### config.mk
export PLATFORM = sky130hd
export DESIGN_NAME = mux_scan_serializer
export DESIGN_NICKNAME = d
export VERILOG_FILES = /design/src/rtl/mux_scan_serializer.sv
export SDC_FILE = /design/constraint.sdc
export NUM_CORES = 1
export LEC_CHECK = 0
export CAP_MARGIN = 30
export CORE_AREA = 2 2 68 70
export CTS_BUF_LIST = sky130_fd_sc_hd__clkbuf_4 sky130_fd_sc_hd__clkbuf_8
export CTS_CLUSTER_DIAMETER = 150
export DETAILED_ROUTE_END_ITERATION = 6
export DIE_AREA = 0 0 70 72
export GPL_ROUTABILITY_DRIVEN = 0
export PLACE_DENSITY_LB_ADDON = 0.15
export SLEW_MARGIN = 20
export SYNTH_ARGS = -nofsm -noshare
export SYNTH_HDL_FRONTEND = slang
export SYNTH_SLANG_ARGS = --single-unit
### constraint.sdc
create_clock -name clk -period 2.3 [get_ports clk]
set_input_delay 0.345 -clock clk [delete_from_list [all_inputs] [get_ports clk]]
set_output_delay 0.345 -clock clk [all_outputs]
set_load 0.03 [all_outputs]
### src/rtl/mux_scan_serializer.sv
// Scan controller for a 32:1 mux stage: captures a word, walks the select through every
// position and streams the selected bit out under valid/ready backpressure.
module mux_scan_serializer #(
  parameter int unsigned WIDTH = 32,
  parameter int unsigned SEL_W = 5
) (
  input  logic             clk,
  input  logic             rst_n,
  input  logic             load_valid,
  output logic             load_ready,
  input  logic [WIDTH-1:0] load_data,
  input  logic             msb_first,
  input  logic             abort,
  output logic [SEL_W-1:0] s,
  output logic             en,
  output logic             ser_out,
  output logic             ser_valid,
  input  logic             ser_ready,
  output logic             busy,
  output logic             done
);

  typedef enum logic [1:0] {StIdle, StShift, StDone} state_e;

  localparam logic [SEL_W-1:0] SelLast = SEL_W'(WIDTH - 1);

  state_e           state_q;
  logic [WIDTH-1:0] data_q;
  logic             dir_q;
  logic [SEL_W-1:0] s_q;
  logic             at_final;
  logic             handshake;

  // Final position depends on scan direction; stepping never passes it.
  assign at_final  = dir_q ? (s_q == '0) : (s_q == SelLast);
  assign handshake = ser_valid & ser_ready;

  always_ff @(posedge clk or negedge rst_n) begin
    if (!rst_n) begin
      state_q <= StIdle;
      data_q  <= '0;
      dir_q   <= 1'b0;
      s_q     <= '0;
    end else begin
      unique case (state_q)
        StIdle: begin
          if (load_valid) begin
            data_q  <= load_data;
            dir_q   <= msb_first;
            s_q     <= msb_first ? SelLast : '0;
            state_q <= StShift;
          end
        end
        StShift: begin
          // Abort takes priority, even over the final handshake.
          if (abort) begin
            state_q <= StIdle;
          end else if (handshake) begin
            if (at_final) begin
              state_q <= StDone;
            end else begin
              s_q <= dir_q ? (s_q - 1'b1) : (s_q + 1'b1);
            end
          end
        end
        StDone: begin
          state_q <= StIdle;
        end
        default: begin
          state_q <= StIdle;
        end
      endcase
    end
  end

  assign load_ready = (state_q == StIdle);
  assign en         = (state_q == StShift);
  assign ser_valid  = en;
  assign busy       = (state_q == StShift) || (state_q == StDone);
  assign done       = (state_q == StDone);
  assign s          = s_q;
  assign ser_out    = en & data_q[s_q];

endmodule

Yosys cells after proc, flatten, opt, wreduce, memory -nomap -nowiden
Index checks and enable logic that the tools add are counted.

word-level totals
  word-level logic and storage cells = 40
  output and inout bits = 11
  register bits after elaboration = 40
  bits of input ports = 38

cells by class
  equality and inequality tests = 9
  $add $sub $neg = 2
  order comparisons = 1
  bitwise operators = 2
  reductions and logical operators = 7
  mux-type cells = 15

operators by type and width
  operator             number
  $mux 5               6
  $pmux 5 s2           1
  $mux 2               4
  $lt 5x6->1 const B   1
  $ne 2x2->1 const B   3
  $ne 3x2->1 const B   2
  $add 5x1->5 const B  1
  $bmux 1 s5           1
  $eq 5x5->1 const B   1
  $logic_not 5->1      1
  $reduce_and 5->1     1
  $sub 5x1->5 const B  1
  $pmux 2 s2           1
  $reduce_and 3->1     1
  $and 1x1->1          2
  $eq 2x1->1 const B   1
  $eq 2x2->1 const B   1
  $logic_not 2->1      1
  $mux 1               2
  $ne 2x1->1 const B   1
  $reduce_and 2->1     1
  $reduce_bool 2->1    1
  $logic_or 1x1->1     1

Depth between registers and ports, before layout
Gate-level depths: netlist (run 1).

  depth after elaboration = 6
  mapped depth = 7
  gate-level depth less buffers = 6

Worst setup path after synthesis (run 1)
OpenSTA, ideal clock, no wires.

  kind = reg2out
  start = register s_q[1] (netlist: s[1])
  end = output port ser_out
  path buffers = 1
  cell stages (with the launch flop) = 6
  slack = -69 ps
  arrival time = 2024 ps
  required time = 1955 ps
  cell sequence = dfrtp_1 -> buf_6 -> mux4_1 -> mux4_2 -> nand3_1 -> nand2_1

on the way
  word-level cells in the longest chain between the ends = 3

ends and longest elaborated chain
  item                          RTL line  text
  start: declaration            30        logic [SEL_W-1:0] s_q;
  start signal: assignment      50        s_q <= msb_first ? SelLast : '0;
  start signal: assignment      62        s_q <= dir_q ? (s_q - 1'b1) : (s_q + 1'b1);
  $bmux 1 s5                    82        assign ser_out = en & data_q[s_q];
  $mux 1 (implied by the code)  82
  $and 1x1->1                   82
  end: declaration              16        output logic ser_out,

Every way passes these cells. The select of a mux whose other input is x is not followed.

Worst setup path after layout (run 1)
Ends and elaborated chain as after synthesis.

==> impl_results.md, run 1 <==
- Status: finished, violations left
- Failing checks: negative setup slack
- RSZ-0062 raised after global routing: true
- H-tree depth: 2
- Synth warn: 0
- Slowest-stage cell, CP: mux4_2
- Post-Syn Instances: 146
- Hold slack: 0.4509 ns
- Minimum clock period: 2.387 ns
- Type of origin of the critical path: flip-flop
- GRT Total Usage: 17.71%
- Number of DRC markers in iteration 0: 59
- Initial core utilization: 49.15%
- Slew Limit Fails: 0
- Max Cap Viol: 0
- Postcts setup bufs: 0
- Max frequency: 418.9 MHz
- Synth unique cells: 32
- DRC viols: 0
- First-pass GRT wire length: 6934 µm
- Cell Pwr Density: 1425 nW/µm²
- Slowest Stage Delay on Critical Path: 0.53 ns
- Fin nets: 250
- CTS Root Cell: clkbuf_8
- Synthesized flop and latch total: 40
- Initial antenna violation count: 0
- Die area: 5040 µm²
- Layout cells sized above 1: 35.12%
- Routed Wire Length: 4015 µm
- Final Hold Fails: 0
- Grt total ovfl: 0
- Largest net degree at the start of global routing: 41
- Vias in the first global route: 1489
- CP Buf/Inv Count: 1
- Worst Path Arrival: 2.04 ns
- Clk buf depth: 2
- Leak Pwr: 1.156 nW
- Worst R2R Setup Slack: 0.02 ns
- Via count: 1391
- Seq/Total Area, Yosys: 47.76%
- Post-DP Area: 2655 µm²
- Final ANT Viol Nets: 0
- Final setup fails: 1
- Most used cell, CP: mux4_2
- Post-Syn Area: 2096 µm²
- Synthesized area per cell: 14.35 µm²
- Final period util: 103.8%
- Max FO, Critical Path: 5
- Critical Path, Cell by Cell: mux4_2, mux4_2, nand3_2, nand2_2, buf_6
- First-pass DRT Iterations: 4
- ANT cells: 0
- Max_slew headroom: 78.69%
- Worst r2r dst: s[4]$_DFFE_PN0P_
- Worst Skew: 0.003394 ns
- Worst r2r src: s[0]$_DFFE_PN0P_
- Total power: 0.003965 W
- Total CTS buffers: 5
- DIE HEIGHT: 72 µm
- Via/cell ratio: 5.412
- CTS tree: built
- IO buf count: 48
- Crit path max-delay family: multiplexers
- Post-Route Utilization: 65.26%
- Area Growth Syn to Fin: 32.78%
- WL/cell: 15.62 µm
- Worst Slack Setup Final: -0.08719 ns
- Worst-Skew Late Latency: 0.29 ns
- Die width: 70 µm
- Worst vdd rail ir drop: 598.9 µV
- Boundary Pins: 49
- R2R depth: 7
- Worst Setup End Kind: output port
- Row count: 24
- Clock Sinks: 40
- Clock transition at path regs: 0.07 ns
- Syn_nets: 192
- HP Class: input pin to async pin
- Fin area: 2783 µm²
- Worst path required time: 1.96 ns
- CP Class: flip-flop to output port
- CORE AREA: 4264 µm²
- Dpl hpwl: 3126 µm
- Worst Tran Pin Value: 0.3187 ns
## power breakdown
| part | total (W) | internal, W | switching (W) |
|---|---|---|---|
| sequential | 0.00134 | 0.00107 | 0.000272 |
| clock | 0.000486 | 0.000268 | 0.000218 |
| combinational | 0.00214 | 0.00123 | 0.000915 |
| total | 0.00397 | 0.00256 | 0.00140 |
## placed cells by master, fill, tap and decap left out, types with 3 or more instances in the layout
cell              n
mux4_2           10
clkdlybuf4s50_1  46
dfrtp_1          38
a21oi_1           5
o21ai_0           4
mux2_1            3
buf_4             8
clkbuf_8          6
xnor2_1           3
mux2_2           33
inv_1             4
nor2b_1           3
ha_1              7
## layer usage
layer	routed length, µm	share of wire (%)	vias up	global-route usage [%]
met5	0	0	-	0
met4	59	1.5	0	5.769
met3	143	3.6	7	3.333
met2	2193	55	30	32.59
met1	1618	40	702	21.08
li1	-	-	652	-
## logic make-up after synthesis
| logic type | after synthesis | share of synthesized area [%] |
|---|---|---|
| AOI/OAI and AO/OA | 17 | 5.433 |
| xor gates and xnor gates | 3 | 1.254 |
| DFF | 40 | 47.76 |
| muxes | 48 | 32.12 |
| buffers and inverters | 12 | 3.164 |
| and+or+nand+nor | 18 | 5.135 |
| adders and majority gates | 8 | 5.134 |
## registers in the layout, summed over array words and instances (netlist names)
register  count
s             5
state_q       2
dir_q         1
data_q       32
## timing repair
item / CTS / global route
pin swaps: 1 / 1
gates resized for setup: 18 / 1
gates cloned: 0 / 0
endpoints found under the hold margin: 0 / 9
setup endpoints to repair: 2 / 2
hold buffers: 0 / 1
## stage by stage
stage                     std cells  setup TNS, ns  setup WS, ns
final                           257       -0.08719      -0.08719
after global routing            257        -0.2485       -0.1695
after CTS                       255       -0.09220      -0.09220
after detailed placement        247        -0.3086       -0.2557
after global placement          247        -0.2135       -0.2072
after floorplan                 146              0       0.04604
## synthesized netlist by cell type
cell type  count  area share, %
mux2_2        33             18
buf_4          1           0.36
inv_1          4           0.72
a41oi_2        1           0.78
buf_1          3           0.54
mux2_1         3            1.6
mux4_2         4            4.3
o21ai_0        4           0.96
nand2b_1       2           0.60
mux2i_1        2           0.96
ha_1           7            4.2
nand3_1        2           0.48
or2_2          1           0.30
o32a_1         1           0.48
nor2b_1        3           0.90
or4b_1         1           0.48
buf_6          2            1.1
a21oi_1        6            1.4
nand3b_1       2           0.72
o21ai_1        1           0.24
a21boi_1       1           0.36
buf_2          2           0.48
o211a_1        1           0.48
xnor2_1        3            1.3
and4b_1        1           0.48
mux4_1         6            7.5
nor2_1         2           0.36
nand2_1        3           0.54
nor4_1         1           0.30
fa_1           1           0.96
dfrtp_1       40             48
a21o_1         2           0.72
## cell type report
class	instances	area, µm²
clock buffer	8	97.59
fill	333	1481
inverter	4	15.01
multi-input combinational	94	1023
sequential	40	1003
tap	52	65.06
timing repair buffer	59	578.1
## how the worst max path moves through the flow
| stage | depth (start not counted) | start | slack [ns] | to |
|---|---|---|---|---|
| floorplan | 5 | s[1]$_DFFE_PN0P_ | 0.05 | ser_out |
| global route | 5 | s[0]$_DFFE_PN0P_ | -0.17 | ser_out |
| global placement | 5 | s[1]$_DFFE_PN0P_ | -0.21 | ser_out |
| finish | 5 | s[1]$_DFFE_PN0P_ | -0.09 | ser_out |
| CTS | 5 | s[1]$_DFFE_PN0P_ | -0.09 | ser_out |
| detailed placement | 5 | s[1]$_DFFE_PN0P_ | -0.26 | ser_out |
No activity file was read; power rests on OpenSTA's default activity.
==> run 2: changes to the inputs <==
--- a/config.mk
+++ b/config.mk
@@ -8,10 +8,10 @@
 export CAP_MARGIN = 30
 export CORE_AREA = 2 2 68 70
 export CTS_BUF_LIST = sky130_fd_sc_hd__clkbuf_4 sky130_fd_sc_hd__clkbuf_8
-export CTS_CLUSTER_DIAMETER = 150
 export DETAILED_ROUTE_END_ITERATION = 6
 export DIE_AREA = 0 0 70 72
 export GPL_ROUTABILITY_DRIVEN = 0
+export GPL_TIMING_DRIVEN = 0
 export PLACE_DENSITY_LB_ADDON = 0.15
 export SLEW_MARGIN = 20
 export SYNTH_ARGS = -nofsm -noshare
==> impl_results.md, run 2 (synthesized netlist as in run 1, its figures left out) <==
- Status: finished, violations left
- Failing checks: negative setup slack
- Worst Setup End Kind: output port
- Die area: 5040 µm² (unchanged)
- Number of DRC markers in iteration 0: 80 (+36%)
- Largest net degree at the start of global routing: 31 (-24%)
- Dpl hpwl: 3257 µm (+4.2%)
- CTS tree: built
- Layout cells sized above 1: 34.60% (-0.52 points)
- Clock Sinks: 40 (unchanged)
- Biggest register: data_q
- Cell Pwr Density: 1446 nW/µm² (+1.5%)
- Worst r2r dst: s[4]$_DFFE_PN0P_
- Boundary Pins: 49 (unchanged)
- Total CTS buffers: 5 (unchanged)
- Hold slack: 0.4784 ns (+0.02742 ns)
- Worst path required time: 1.96 ns (about the same)
- Multi-input gate area: 1016 µm² (-0.73%)
- Pre-CTS setup slack: -0.4715 ns (-0.2159 ns)
- Minimum clock period: 2.464 ns (+0.07659 ns)
- Critical path origin: s[1]$_DFFE_PN0P_
- ANT cells: 0 (unchanged)
- H-tree depth: 2 (unchanged)
- CTS Root Cell: clkbuf_8
- Die width: 70 µm (unchanged)
- Final setup fails: 1 (unchanged)
- WL/cell: 16.63 µm (+6.4%)
- Worst Tran Pin Value: 0.5321 ns (+0.2134 ns)
- DIE HEIGHT: 72 µm (unchanged)
- Worst Skew: 0.006613 ns (+0.003219 ns)
- DRC viols: 0 (unchanged)
- Via/cell ratio: 5.414 (about the same)
- Worst-Skew Late Latency: 0.29 ns (about the same)
- Final period util: 107.1% (+3.3 points)
- Slew Limit Fails: 0 (unchanged)
- CP Class: flip-flop to output port
- Initial core utilization: 49.15% (unchanged)
- Clk buf depth: 2 (unchanged)
- Vias in the first global route: 1645 (+10%)
- Clock transition at path regs: 0.08 ns (about the same)
- Max reg flops: 32 (unchanged)
- Worst R2R Setup Slack: 0.12 ns (+0.10 ns)
- Leak Pwr: 1.170 nW (+1.2%)
- Worst Path Arrival: 2.12 ns (+0.08 ns)
- Max Cap Viol: 0 (unchanged)
- Storage cell area: 1003 µm² (unchanged)
- First-pass DRT Iterations: 4 (unchanged)
- Area Growth Syn to Fin: 34.33%
- Max_slew headroom: 64.52% (-14 points)
- Grt total ovfl: 0 (unchanged)
- First-pass GRT wire length: 7438 µm (+7.3%)
- Max FO, Critical Path: 6 (+1)
- Initial antenna violation count: 0 (unchanged)
- IO buf count: 48 (unchanged)
- Type of origin of the critical path: flip-flop
- Via count: 1424 (+2.4%)
- CORE AREA: 4264 µm² (unchanged)
- Worst setup path endpoint: ser_out
- Row count: 24 (unchanged)
- Worst r2r src: s[1]$_DFFE_PN0P_
- Routed Wire Length: 4373 µm (+8.9%)
- Worst vdd rail ir drop: 722.5 µV (+21%)
- Worst Slack Setup Final: -0.1638 ns (-0.07659 ns)
- R2R depth: 7 (unchanged)
- Commonest non-fill, non-tap cell in the layout: clkdlybuf4s50_1
- Max frequency: 405.9 MHz (-3.1%)
- HP Class: input pin to async pin
- RSZ-0062 raised after global routing: true
- Final Hold Fails: 0 (unchanged)
- GRT Total Usage: 19.43% (+1.7 points)
- Final ANT Viol Nets: 0 (unchanged)
- Commonest non-fill, non-tap cells in the layout: 46 x clkdlybuf4s50_1, 38 x dfrtp_1, 33 x mux2_2
- Fin nets: 256 (+2.4%)
- Fill count: 316 (-5.1%)
[run 2: how the worst min path moves through the flow]
stage,start,to,slack (ns),depth (start not counted)
2_1_floorplan,rst_n,data_q[0]$_DFFE_PN0P_,0.05,0
3_3_place_gp,data_q[26]$_DFFE_PN0P_,data_q[26]$_DFFE_PN0P_,0.48,1
3_5_place_dp,rst_n,s[3]$_DFFE_PN0P_,0.25,1
4_1_cts,rst_n,s[3]$_DFFE_PN0P_,0.48,2
5_1_grt,rst_n,data_q[9]$_DFFE_PN0P_,0.50,2
6_report,rst_n,s[3]$_DFFE_PN0P_,0.48,2
[run 2: repair_timing]
action,in CTS,in global routing
hold endpoints to repair,10,0
hold buffers,1,0
gates resized for setup,16,2
pin swaps,1,3
endpoints found under the setup margin,1,4
buffers inserted,6,1
[run 2: cell type report]
| class | instances | share of cell area (%) |
|---|---|---|
| multi-input cells | 94 | 36.09 |
| flip-flops and latches | 40 | 35.64 |
| repair buffers | 57 | 19.87 |
| clock buffers | 7 | 3.200 |
| well taps | 52 | 2.311 |
| plain buffers | 8 | 2.089 |
| inverters | 4 | 0.5333 |
| clock inverters | 1 | 0.2667 |
[run 2: per-layer routing]
layer,global-route usage (%),share of wire [%],vias to the layer above
li1,-,-,670
met4,8.333,1.3,0
met2,35.87,53,40
met1,21.62,41,709
met3,4.444,4.1,5
met5,0,0,-
[run 2: power by group]
group          internal [W]  switching [W]
Combinational       0.00130       0.000976
Clock              0.000255       0.000233
Sequential          0.00106       0.000246
[run 2: worst max-delay path, stage by stage (launching register included)]
cell and delay [ns]:
dfrtp_2 0.39, buf_8 0.14, mux4_2 0.50, mux4_2 0.50, nand3_2 0.10, nand2_2 0.06, buf_6 0.13
[run 2: stage by stage]
step | cells | setup TNS (ns) | utilization [%] | power, W | cell area (µm²)
finish | 263 | -0.1638 | 66.02 | 0.004070 | 2815
global route | 263 | -0.2288 | 66.02 | 0.004357 | 2815
CTS | 262 | -0.1857 | 65.87 | 0.004046 | 2809
floorplan | 146 | 0 | - | 0.002782 | 2098
detailed placement | 247 | -0.4715 | 62.35 | 0.003393 | 2659
global placement | 246 | -3.274 | 62.00 | 0.003290 | 2644
==> run 3: changes to the inputs <==
--- a/config.mk
+++ b/config.mk
@@ -17,3 +17,4 @@
 export SYNTH_ARGS = -nofsm -noshare
 export SYNTH_HDL_FRONTEND = slang
 export SYNTH_SLANG_ARGS = --single-unit
+export TNS_END_PERCENT = 1
==> impl_results.md, run 3 (synthesized netlist as in run 1, its figures left out) <==
- Status: finished, violations left
- Failing checks: negative setup slack
- First-pass GRT wire length: 7438 µm (unchanged)
- Dpl hpwl: 3257 µm (unchanged)
- CORE AREA: 4264 µm² (unchanged)
- DIE HEIGHT: 72 µm (unchanged)
- Cell Pwr Density: 1436 nW/µm² (-0.66%)
- Worst r2r src: s[1]$_DFFE_PN0P_
- Row count: 24 (unchanged)
- CTS tree: built
- Crit path max-delay family: multiplexers
- Layout cells sized above 1: 34.29% (-0.31 points)
- Most used cell, CP: mux4_2
- Largest net degree at the start of global routing: 31 (unchanged)
- Clock Sinks: 40 (unchanged)
- Biggest register: data_q
- Final Hold Fails: 0 (unchanged)
- CP Buf/Inv Count: 2 (unchanged)
- Critical path origin: s[1]$_DFFE_PN0P_
- Total CTS buffers: 5 (unchanged)
- WL/cell: 16.79 µm (+0.96%)
- Max_slew headroom: 64.53% (about the same)
- Type of origin of the critical path: flip-flop
- CP Class: flip-flop to output port
- Clk buf depth: 2 (unchanged)
- Clock transition at path regs: 0.08 ns (about the same)
- Worst Skew: 0.007769 ns (+0.001156 ns)
- Slew Limit Fails: 0 (unchanged)
- Leak Pwr: 1.165 nW (-0.41%)
- Vias in the first global route: 1645 (unchanged)
- Critical Path, Cell by Cell: buf_8, mux4_2, mux4_2, nand3_2, nand2_2, buf_6
- Fin nets: 255 (-0.39%)
- GRT Total Usage: 19.43% (unchanged)
- Worst Setup End Kind: output port
- Hold slack: 0.4768 ns (-0.001538 ns)
- Max frequency: 405.4 MHz (-0.13%)
- Flop pwr share: 32.5% (+0.3 points)
- Storage cell area: 1003 µm² (unchanged)
- Gate power share: 55.4% (-0.4 points)
- H-tree depth: 2 (unchanged)
- RSZ-0062 raised after global routing: true
- Commonest non-fill, non-tap cell in the layout: clkdlybuf4s50_1
- Die width: 70 µm (unchanged)
- Net Sw Power: 0.001449 W (-0.40%)
- Via count: 1424 (unchanged)
- Slowest Stage Delay on Critical Path: 0.50 ns (about the same)
- Number of DRC markers in iteration 0: 71 (-11%)
- First-pass DRT Iterations: 4 (unchanged)
- Worst-Skew Late Latency: 0.29 ns (about the same)
- Sw frac: 35.94% (+0.19 points)
- Worst r2r dst: s[4]$_DFFE_PN0P_
- Commonest non-fill, non-tap cells in the layout: 46 x clkdlybuf4s50_1, 38 x dfrtp_1, 33 x mux2_2
- Initial core utilization: 49.15% (unchanged)
- Area Growth Syn to Fin: 33.97%
- Final ANT Viol Nets: 0 (unchanged)
- Max Cap Viol: 0 (unchanged)
- Slowest-stage cell, CP: mux4_2
- Routed Wire Length: 4398 µm (+0.57%)
- ANT cells: 0 (unchanged)
- Worst vdd rail ir drop: 704.0 µV (-2.6%)
- Worst Slack Setup Final: -0.1669 ns (-0.003168 ns)
- IO buf count: 48 (unchanged)
- Worst R2R Setup Slack: 0.12 ns (about the same)
- Max reg flops: 32 (unchanged)
- Minimum clock period: 2.467 ns (+0.003168 ns)
- Final period util: 107.3% (+0.14 points)
- Internal power: 0.002583 W (-1.2%)
- Max FO, Critical Path: 6 (unchanged)
- R2R depth: 7 (unchanged)
- Worst Path Arrival: 2.12 ns (about the same)
- Clock Power Share: 12.2% (+0.2 points)
- Multi-input gate area: 1016 µm² (unchanged)
- Final setup fails: 1 (unchanged)
- Grt total ovfl: 0 (unchanged)
- Fill count: 316 (unchanged)
- Initial antenna violation count: 0 (unchanged)
- Boundary Pins: 49 (unchanged)
- HP Class: input pin to async pin
- Die area: 5040 µm² (unchanged)
- CTS Root Cell: clkbuf_8
- Via/cell ratio: 5.435 (+0.38%)
- Worst path required time: 1.96 ns (about the same)
- DRC viols: 0 (unchanged)
- Setup TNS: -0.1669 ns (-0.003168 ns)
- Worst Tran Pin Value: 0.5320 ns (-0.0001664 ns)
[run 3: changes by cell type in the layout (fill, tap and decap cells not counted)]
cell / delta
buf_4: -1
[run 3: worst max path at each step]
stage | to | slack (ns) | cells after the start
2_1_floorplan | ser_out | 0.05 | 5
3_3_place_gp | ser_out | -0.44 | 6
3_5_place_dp | ser_out | -0.47 | 6
4_1_cts | ser_out | -0.19 | 6
5_1_grt | ser_out | -0.23 | 6
6_report | ser_out | -0.17 | 6
[run 3: final cells by class]
| type | instances | area share [%] |
|---|---|---|
| Inverter | 4 | 0.5348 |
| Timing Repair Buffer | 56 | 19.65 |
| Multi-Input combinational cell | 94 | 36.19 |
| Clock buffer | 7 | 3.209 |
| Buffer | 8 | 2.094 |
| Tap cell | 52 | 2.317 |
| Sequential cell | 40 | 35.74 |
| Clock inverter | 1 | 0.2674 |
[run 3: metal layers]
| layer | global-route usage [%] | part of all wire, % | up-vias |
|---|---|---|---|
| met5 | 0 | 0 | - |
| met4 | 8.333 | 1.3 | 0 |
| met3 | 4.444 | 4.1 | 5 |
| met2 | 35.87 | 54 | 40 |
| met1 | 21.62 | 41 | 715 |
| li1 | - | - | 664 |
[run 3: worst reg2reg max path: cells and delay by family, from the launching register on]
family / cells / cell delay, ns
xor gates and xnor gates: 1 / 0.15
AOI/OAI and AO/OA: 3 / 0.50
DFF: 1 / 0.43
buffers and inverters: 1 / 0.16
adders and majority gates: 1 / 0.37
and+or+nand+nor: 1 / 0.45
[run 3: timing repair]
action / CTS / global route
hold buffers: 1 / 0
hold endpoints to repair: 10 / 0
buffers inserted: 6 / 0
cloned: 0 / 0
gates resized for setup: 16 / 2
pin swaps: 1 / 3
setup endpoints to repair: 1 / 4
[run 3: per-stage QoR]
step	utilization [%]	total power, W	cell area [µm²]	cells	worst slack (ns)
finish	65.85	0.004033	2808	262	-0.1669
global route	65.85	0.004317	2808	262	-0.2288
CTS	65.87	0.004046	2809	262	-0.1857
detailed placement	62.35	0.003393	2659	247	-0.4715
global placement	62.00	0.003290	2644	246	-0.4426
floorplan	-	0.002782	2098	146	0.04604
[run 3: power groups by stage]
| stage | clock [W] | sequential [W] | combinational [W] |
|---|---|---|---|
| floorplan | 0 | 0.00132 | 0.00146 |
| global placement | 0 | 0.00128 | 0.00201 |
| detailed placement | 0 | 0.00132 | 0.00207 |
| CTS | 0.000504 | 0.00130 | 0.00224 |
| global route | 0.000545 | 0.00136 | 0.00242 |
| finish | 0.000490 | 0.00131 | 0.00223 |
